[config.mk]
export PLATFORM = sky130hd
export DESIGN_NAME = uart_axis_frame_arbiter_flat
export DESIGN_NICKNAME = d
export VERILOG_FILES = /design/src/rtl/uart_axis_frame_arbiter_if.sv /design/src/rtl/uart_axis_frame_arbiter.sv /design/src/flat_wrapper.sv
export SDC_FILE = /design/constraint.sdc
export NUM_CORES = 1
export LEC_CHECK = 0
export CORE_MARGIN = 2
export CORE_UTILIZATION = 30
export CTS_BUF_LIST = sky130_fd_sc_hd__clkbuf_4 sky130_fd_sc_hd__clkbuf_8
export DETAILED_ROUTE_END_ITERATION = 7
export PLACE_DENSITY = 0.67
export REMOVE_ABC_BUFFERS = 1
export SLEW_MARGIN = 25
export SYNTH_ARGS = -nofsm -noshare
export SYNTH_HDL_FRONTEND = slang
export SYNTH_SLANG_ARGS = --single-unit
[constraint.sdc]
create_clock -name clk -period 4.4 [get_ports clk]
set_input_delay 0.66 -clock clk [delete_from_list [all_inputs] [get_ports clk]]
set_output_delay 0.66 -clock clk [all_outputs]
set_load 0.05 [all_outputs]
[src/rtl/uart_axis_frame_arbiter_if.sv]
// AXI-Stream bundle between the upload channels and the merged UART TX stream.
// The slave modport is the arbiter's view; the master modport is the environment
// (per-channel sources plus the downstream sink).
interface uart_axis_frame_arbiter_if #(
  parameter int unsigned NUM_CH = 4,
  parameter int unsigned DATA_W = 8
);
  logic [NUM_CH*DATA_W-1:0] s_axis_tdata;
  logic [NUM_CH-1:0]        s_axis_tvalid;
  logic [NUM_CH-1:0]        s_axis_tlast;
  logic [NUM_CH-1:0]        s_axis_tready;
  logic [DATA_W-1:0]        m_axis_tdata;
  logic                     m_axis_tvalid;
  logic                     m_axis_tlast;
  logic                     m_axis_tready;

  modport slave (
    input  s_axis_tdata, s_axis_tvalid, s_axis_tlast, m_axis_tready,
    output s_axis_tready, m_axis_tdata, m_axis_tvalid, m_axis_tlast
  );

  modport master (
    output s_axis_tdata, s_axis_tvalid, s_axis_tlast, m_axis_tready,
    input  s_axis_tready, m_axis_tdata, m_axis_tvalid, m_axis_tlast
  );
endinterface

[src/rtl/uart_axis_frame_arbiter.sv]
// Round-robin arbiter that grants one upload channel at a time to the UART TX
// stream for a requested number of frames, with an idle-cycle abort timeout.
module uart_axis_frame_arbiter #(
  parameter int unsigned NUM_CH   = 4,
  parameter int unsigned DATA_W   = 8,
  parameter int unsigned FRAMES_W = 4,
  parameter int unsigned TIMEOUT  = 1024,
  localparam int unsigned CH_W    = (NUM_CH > 1) ? $clog2(NUM_CH) : 1
) (
  input  logic                         clk,
  input  logic                         rstn,
  input  logic [NUM_CH-1:0]            upload_req,
  input  logic [NUM_CH*FRAMES_W-1:0]   upload_frames,
  output logic [NUM_CH-1:0]            upload_busy,
  output logic [NUM_CH-1:0]            upload_done,
  output logic [NUM_CH-1:0]            upload_err,
  output logic                         skip_arb,
  uart_axis_frame_arbiter_if.slave     axis,
  output logic [CH_W-1:0]              m_axis_tsel
);

  localparam int unsigned TO_W     = (TIMEOUT > 1) ? $clog2(TIMEOUT) : 1;
  localparam logic [TO_W-1:0] TO_LAST = TO_W'((TIMEOUT > 0) ? TIMEOUT - 1 : 0);
  localparam logic [CH_W-1:0] LAST_CH = CH_W'(NUM_CH - 1);

  typedef enum logic {ST_IDLE, ST_XFER} state_t;

  state_t              r_state, w_state_nxt;
  logic [NUM_CH-1:0]   r_pending, w_pending_nxt;
  logic [CH_W-1:0]     r_last_grant, w_last_grant_nxt;
  logic [FRAMES_W-1:0] r_target, w_target_nxt;
  logic [FRAMES_W-1:0] r_frame_cnt, w_frame_cnt_nxt;
  logic [TO_W-1:0]     r_to_cnt, w_to_cnt_nxt;
  logic [NUM_CH-1:0]   r_done, w_done_nxt;
  logic [NUM_CH-1:0]   r_err, w_err_nxt;

  logic [NUM_CH-1:0]   w_cand;
  logic                w_rr_found;
  logic [CH_W-1:0]     w_rr_idx;
  logic [FRAMES_W-1:0] w_rr_frames;
  logic [NUM_CH-1:0]   w_rr_onehot;
  logic [NUM_CH-1:0]   w_g_onehot;
  logic                w_xfer;
  logic [DATA_W-1:0]   w_sel_tdata;
  logic                w_sel_tvalid;
  logic                w_sel_tlast;
  logic                w_beat;
  logic                w_frame_end;
  logic                w_last_frame;
  logic                w_timeout;

  assign w_xfer      = (r_state == ST_XFER);
  assign w_cand      = r_pending | upload_req;
  assign w_g_onehot  = NUM_CH'(1) << r_last_grant;
  assign w_rr_onehot = NUM_CH'(1) << w_rr_idx;

  // Round-robin search: first candidate above last_grant, wrapping around.
  always_comb begin
    int unsigned v_idx;
    v_idx       = 0;
    w_rr_found  = 1'b0;
    w_rr_idx    = '0;
    w_rr_frames = '0;
    for (int unsigned k = 1; k <= NUM_CH; k++) begin
      v_idx = 32'(r_last_grant) + k;
      if (v_idx >= NUM_CH) v_idx = v_idx - NUM_CH;
      if (!w_rr_found && w_cand[v_idx]) begin
        w_rr_found  = 1'b1;
        w_rr_idx    = CH_W'(v_idx);
        w_rr_frames = upload_frames[v_idx*FRAMES_W +: FRAMES_W];
      end
    end
  end

  // Select the granted channel's stream signals.
  always_comb begin
    w_sel_tdata  = '0;
    w_sel_tvalid = 1'b0;
    w_sel_tlast  = 1'b0;
    for (int unsigned i = 0; i < NUM_CH; i++) begin
      if (r_last_grant == CH_W'(i)) begin
        w_sel_tdata  = axis.s_axis_tdata[i*DATA_W +: DATA_W];
        w_sel_tvalid = axis.s_axis_tvalid[i];
        w_sel_tlast  = axis.s_axis_tlast[i];
      end
    end
  end

  assign w_beat       = w_xfer & w_sel_tvalid & axis.m_axis_tready;
  assign w_frame_end  = w_beat & w_sel_tlast;
  assign w_last_frame = w_frame_end &
                        (((FRAMES_W+1)'(r_frame_cnt) + 1'b1) == (FRAMES_W+1)'(r_target));
  assign w_timeout    = (TIMEOUT != 0) && w_xfer && !w_beat && (r_to_cnt == TO_LAST);

  assign axis.m_axis_tdata  = w_sel_tdata;
  assign axis.m_axis_tvalid = w_xfer & w_sel_tvalid;
  assign axis.m_axis_tlast  = w_xfer & w_sel_tlast;
  assign axis.s_axis_tready = w_xfer ? (w_g_onehot & {NUM_CH{axis.m_axis_tready}}) : '0;

  assign upload_busy = w_xfer ? w_g_onehot : '0;
  assign upload_done = r_done;
  assign upload_err  = r_err;
  assign skip_arb    = !w_xfer;
  assign m_axis_tsel = r_last_grant;

  // Next-state: arbitration in IDLE, frame/timeout tracking in XFER.
  always_comb begin
    w_state_nxt      = r_state;
    w_pending_nxt    = r_pending;
    w_last_grant_nxt = r_last_grant;
    w_target_nxt     = r_target;
    w_frame_cnt_nxt  = r_frame_cnt;
    w_to_cnt_nxt     = r_to_cnt;
    w_done_nxt       = '0;
    w_err_nxt        = '0;
    case (r_state)
      ST_IDLE: begin
        w_pending_nxt = w_cand;
        if (w_rr_found) begin
          w_state_nxt      = ST_XFER;
          w_last_grant_nxt = w_rr_idx;
          w_pending_nxt    = w_cand & ~w_rr_onehot;
          w_target_nxt     = (w_rr_frames == '0) ? FRAMES_W'(1) : w_rr_frames;
          w_frame_cnt_nxt  = '0;
          w_to_cnt_nxt     = '0;
        end
      end
      ST_XFER: begin
        // Requests on the granted channel are dropped, not queued.
        w_pending_nxt = r_pending | (upload_req & ~w_g_onehot);
        // Completion is tested first so it wins over a coincident timeout.
        if (w_last_frame) begin
          w_state_nxt = ST_IDLE;
          w_done_nxt  = w_g_onehot;
        end else if (w_timeout) begin
          w_state_nxt = ST_IDLE;
          w_err_nxt   = w_g_onehot;
        end else begin
          if (w_frame_end) w_frame_cnt_nxt = r_frame_cnt + 1'b1;
          w_to_cnt_nxt = w_beat ? '0 : r_to_cnt + 1'b1;
        end
      end
      default: w_state_nxt = ST_IDLE;
    endcase
  end

  // FSM state register.
  always_ff @(posedge clk or negedge rstn) begin
    if (!rstn) r_state <= ST_IDLE;
    else       r_state <= w_state_nxt;
  end

  // Arbitration and transfer bookkeeping registers.
  always_ff @(posedge clk or negedge rstn) begin
    if (!rstn) begin
      r_pending    <= '0;
      r_last_grant <= LAST_CH;
      r_target     <= '0;
      r_frame_cnt  <= '0;
      r_to_cnt     <= '0;
      r_done       <= '0;
      r_err        <= '0;
    end else begin
      r_pending    <= w_pending_nxt;
      r_last_grant <= w_last_grant_nxt;
      r_target     <= w_target_nxt;
      r_frame_cnt  <= w_frame_cnt_nxt;
      r_to_cnt     <= w_to_cnt_nxt;
      r_done       <= w_done_nxt;
      r_err        <= w_err_nxt;
    end
  end

endmodule

[src/flat_wrapper.sv]
// flat-port wrapper written by rule: the top's interface ports become plain ports
module uart_axis_frame_arbiter_flat 
#(
  parameter int unsigned NUM_CH   = 4,
  parameter int unsigned DATA_W   = 8,
  parameter int unsigned FRAMES_W = 4,
  parameter int unsigned TIMEOUT  = 1024,
  localparam int unsigned CH_W    = (NUM_CH > 1) ? $clog2(NUM_CH) : 1
)
  (clk, rstn, upload_req, upload_frames, upload_busy, upload_done, upload_err, skip_arb, m_axis_tsel, axis_s_axis_tdata, axis_s_axis_tvalid, axis_s_axis_tlast, axis_m_axis_tready, axis_s_axis_tready, axis_m_axis_tdata, axis_m_axis_tvalid, axis_m_axis_tlast);
  uart_axis_frame_arbiter_if #(.NUM_CH(NUM_CH), .DATA_W(DATA_W)) axis_i ();
  input  logic clk;
  input  logic rstn;
  input  logic [NUM_CH-1:0] upload_req;
  input  logic [NUM_CH*FRAMES_W-1:0] upload_frames;
  output logic [NUM_CH-1:0] upload_busy;
  output logic [NUM_CH-1:0] upload_done;
  output logic [NUM_CH-1:0] upload_err;
  output logic skip_arb;
  output logic [CH_W-1:0] m_axis_tsel;
  input wire logic [$bits(axis_i.s_axis_tdata)-1:0] axis_s_axis_tdata;
  input wire logic [$bits(axis_i.s_axis_tvalid)-1:0] axis_s_axis_tvalid;
  input wire logic [$bits(axis_i.s_axis_tlast)-1:0] axis_s_axis_tlast;
  input wire logic [$bits(axis_i.m_axis_tready)-1:0] axis_m_axis_tready;
  output wire logic [$bits(axis_i.s_axis_tready)-1:0] axis_s_axis_tready;
  output wire logic [$bits(axis_i.m_axis_tdata)-1:0] axis_m_axis_tdata;
  output wire logic [$bits(axis_i.m_axis_tvalid)-1:0] axis_m_axis_tvalid;
  output wire logic [$bits(axis_i.m_axis_tlast)-1:0] axis_m_axis_tlast;
  assign axis_i.s_axis_tdata = axis_s_axis_tdata;
  assign axis_i.s_axis_tvalid = axis_s_axis_tvalid;
  assign axis_i.s_axis_tlast = axis_s_axis_tlast;
  assign axis_i.m_axis_tready = axis_m_axis_tready;
  assign axis_s_axis_tready = axis_i.s_axis_tready;
  assign axis_m_axis_tdata = axis_i.m_axis_tdata;
  assign axis_m_axis_tvalid = axis_i.m_axis_tvalid;
  assign axis_m_axis_tlast = axis_i.m_axis_tlast;
  uart_axis_frame_arbiter #(.NUM_CH(NUM_CH), .DATA_W(DATA_W), .FRAMES_W(FRAMES_W), .TIMEOUT(TIMEOUT)) u_core (.clk(clk), .rstn(rstn), .upload_req(upload_req), .upload_frames(upload_frames), .upload_busy(upload_busy), .upload_done(upload_done), .upload_err(upload_err), .skip_arb(skip_arb), .axis(axis_i), .m_axis_tsel(m_axis_tsel));
endmodule
==> metrics.csv <==
metric,value,unit
run_status,"complete, no violations",
fp.dieH,100,um
synth_top_cell_by_area,dfrtp_1,
clkTransAtPathRegs,0.07,ns
async_flop_share,100,%
avgSynthCellArea,8.84,um^2
synthesis.area,0.00279,mm^2
synth_warnings,0,
crit_cells,9,
grt_overflow,0,
end_kind,output port,
cts_resized,0,
synth_seq_cells,33,
synthFlopType,dfrtp_1,
crit_chain,inv_1 > ha_1 > buf_4 > nor2b_1 > buf_4 > a221o_1 > o21ai_0 > o21ai_0 > clkdlybuf4s50_1,
min_path_type,reg -> reg,
vdd_drop_max,333,uV
finalSetupViolCount,0,
max_freq,254,MHz
portBuffers,91,
clock-sinks,33,
yosysSeqAreaShare,29.7,%
ys_types,57,
holdBufCountCts,0,
reg2regPathDepth,12,
multi_input_area,0.00180,mm^2
avgViaCountPerCell,5.44,
antenna_found_initial,0,
tightest_slew,0.621,ns
detail-route-antenna-nets,0,
root_buffer,clkbuf_8,
yosysMostFrequentCell,dfrtp_1,
gp_congestion,0.841,
slowest_delay,0.84,ns
clock_skew,0.00408,ns
clkLatencyLatePin,0.29,ns
critPathMaxFanout,22,
power_density,717,mW/mm^2
cts_tree,built,
die-area,0.0101,mm^2
power.total,2.81,mW
ff2ff_setup_slack,0.89,ns
drcViolationCount,0,
drt_iter0_markers,193,
synth_edf_count,0,
layout.nets,473,
slew_headroom,58.6,%
power.leakage,1.60,nW
layout-drive-gt1-share,13.0,%
synth_commonest_cells,"31 x dfrtp_1, 30 x nand2_1, 26 x o21ai_0",
critical_path_class,reg -> out,
fin_crit_sh,89.6,%
min_period,3.94,ns
wl_per_cell,15.5,um
fillers,904,
seq_area,828,um^2
rsz0062_at_grt,false,
drv_cap,0,
grt_max_degree,34,
pre_cts_slack,0.802,ns
critPathLaunchType,flop,
crit-reg2reg-launch,u_core.m_axis_tsel[1],
synth_top_area_share,27.9,%
worst_slack,0.457,ns
crit_slowest_cell,clkdlybuf4s50_1,
vias,2783,
core-area,0.00911,mm^2
crit_family,buffers and inverters,
r2r_end,u_core.r_to_cnt[6],
fp.dieW,100,um
wl,7.93,mm
drv_slew,0,
cp.required,3.74,ns
io_pins,92,
rows,35,
numCtsBuffers,5,
crit_buf_inv,4,
dp_hpwl,6.13,mm
critPathCapture,axis_m_axis_tdata[3],
grt_usage,16.2,%
start_util,30.6,%
cts_buffer_depth,2,
setup_tns,0,ns
synthTopCellsByArea,"dfrtp_1 28%, mux4_2 7.3%, o21ai_0 4.7%",
grt_pass1_vias,2702,
netlist_instances,315,
hold_viol,0,
grt_pass1_wl,13.2,mm
diodes,0,
syn2layout_area_growth,40.6,%
postCtsSetupBuffers,0,
arrival,3.28,ns
crit_start,u_core.m_axis_tsel[1],
dr.pass1.iters,4,
cts_max_level,2,
[worst min-delay path: stages, from the launching register on]
cell and delay (ns):
dfrtp_1 0.37, nand2_1 0.05, o21ai_0 0.06
[where the power goes]
part	internal, mW	switching, mW
Clock	0.225	0.116
Combinational	0.788	1.16
Sequential	0.387	0.130
Total	1.40	1.41
[kinds of logic (layout without fill, tap and decap cells)]
logic type               after synthesis  after routing  share of synthesized area (%)
AO/OA/AOI/OAI                         97             97                           24.6
multiplexers                          23             23                           13.2
buffers and inverters                 33            119                           5.48
AND/OR/NAND/NOR                      113            113                           20.6
flip-flops                            33             33                           29.7
adder cells (fa/ha/maj)               10             10                           4.49
XOR/XNOR                               6              6                           1.89
[state kept, by name, indices dropped and copies added, names as in the netlist]
signal and count:
u_core.m_axis_tsel 2, u_core.r_frame_cnt 4, u_core.r_pending 4, u_core.r_state 1, u_core.r_target 4, u_core.r_to_cnt 10
u_core.upload_done 4, u_core.upload_err 4
[metrics by stage]
stage                     hold slack, ns  cells  utilization, %  instance area, um^2
final                              0.516    512            43.0                 3920
after global routing               0.562    512            43.0                 3920
after CTS                          0.518    512            43.0                 3920
after detailed placement           0.502    504            41.5                 3780
after global placement             0.494    504            41.5                 3780
after floorplan                    0.364    295               -                 2680
[per-layer routing]
layer | GRT usage, % | vias up | routed length, um
met3 | 3.06 | 7 | 514
li1 | - | 1337 | -
met1 | 21.3 | 1339 | 3590
met2 | 27.5 | 100 | 3740
met5 | 0 | - | 0
met4 | 3.58 | 0 | 83
[layout make-up]
class / instances / area share [%]
Clock buffer: 5 / 1.76
Clock inverter: 3 / 1.66
Inverter: 13 / 1.25
Multi-Input combinational cell: 249 / 46.1
Sequential cell: 33 / 21.2
Tap cell: 111 / 3.55
Timing Repair Buffer: 98 / 24.5
[worst min path at each step]
stage                       startpoint                     to  slack [ns]  depth (start not counted)
finish              u_core.r_target[1]     u_core.r_target[1]        0.52                          2
floorplan                         rstn  u_core.r_frame_cnt[0]        0.36                          0
detailed placement  u_core.r_target[1]     u_core.r_target[1]        0.50                          2
global route        u_core.r_to_cnt[6]     u_core.r_to_cnt[6]        0.56                          1
CTS                 u_core.r_target[1]     u_core.r_target[1]        0.52                          2
global placement    u_core.r_target[1]     u_core.r_target[1]        0.49                          2
[cells in the final DEF, fill, tap and decap left out, types with 3 or more instances in the layout]
cell             netlist  final
a221o_1               11     11
nand2_1               30     30
a211oi_1               4      4
mux2i_1                5      5
dfrtp_1               31     31
buf_4                  2      8
or2_2                  4      4
o21ai_0               26     26
a22o_1                 7      7
nor3_1                11     11
nor2b_1                3      3
mux2_2                 8      8
and3_1                 8      8
a21oi_1               22     22
clkbuf_8               0      5
clkdlybuf4s50_1        0     90
nand3_1               14     14
mux4_2                 9      9
ha_1                  10     10
a211o_1                4      4
nor2_1                25     25
o31ai_1                4      4
xnor2_1                4      4
and2_1                 7      7
inv_1                 12     12
(Power assumes the default switching activity.)
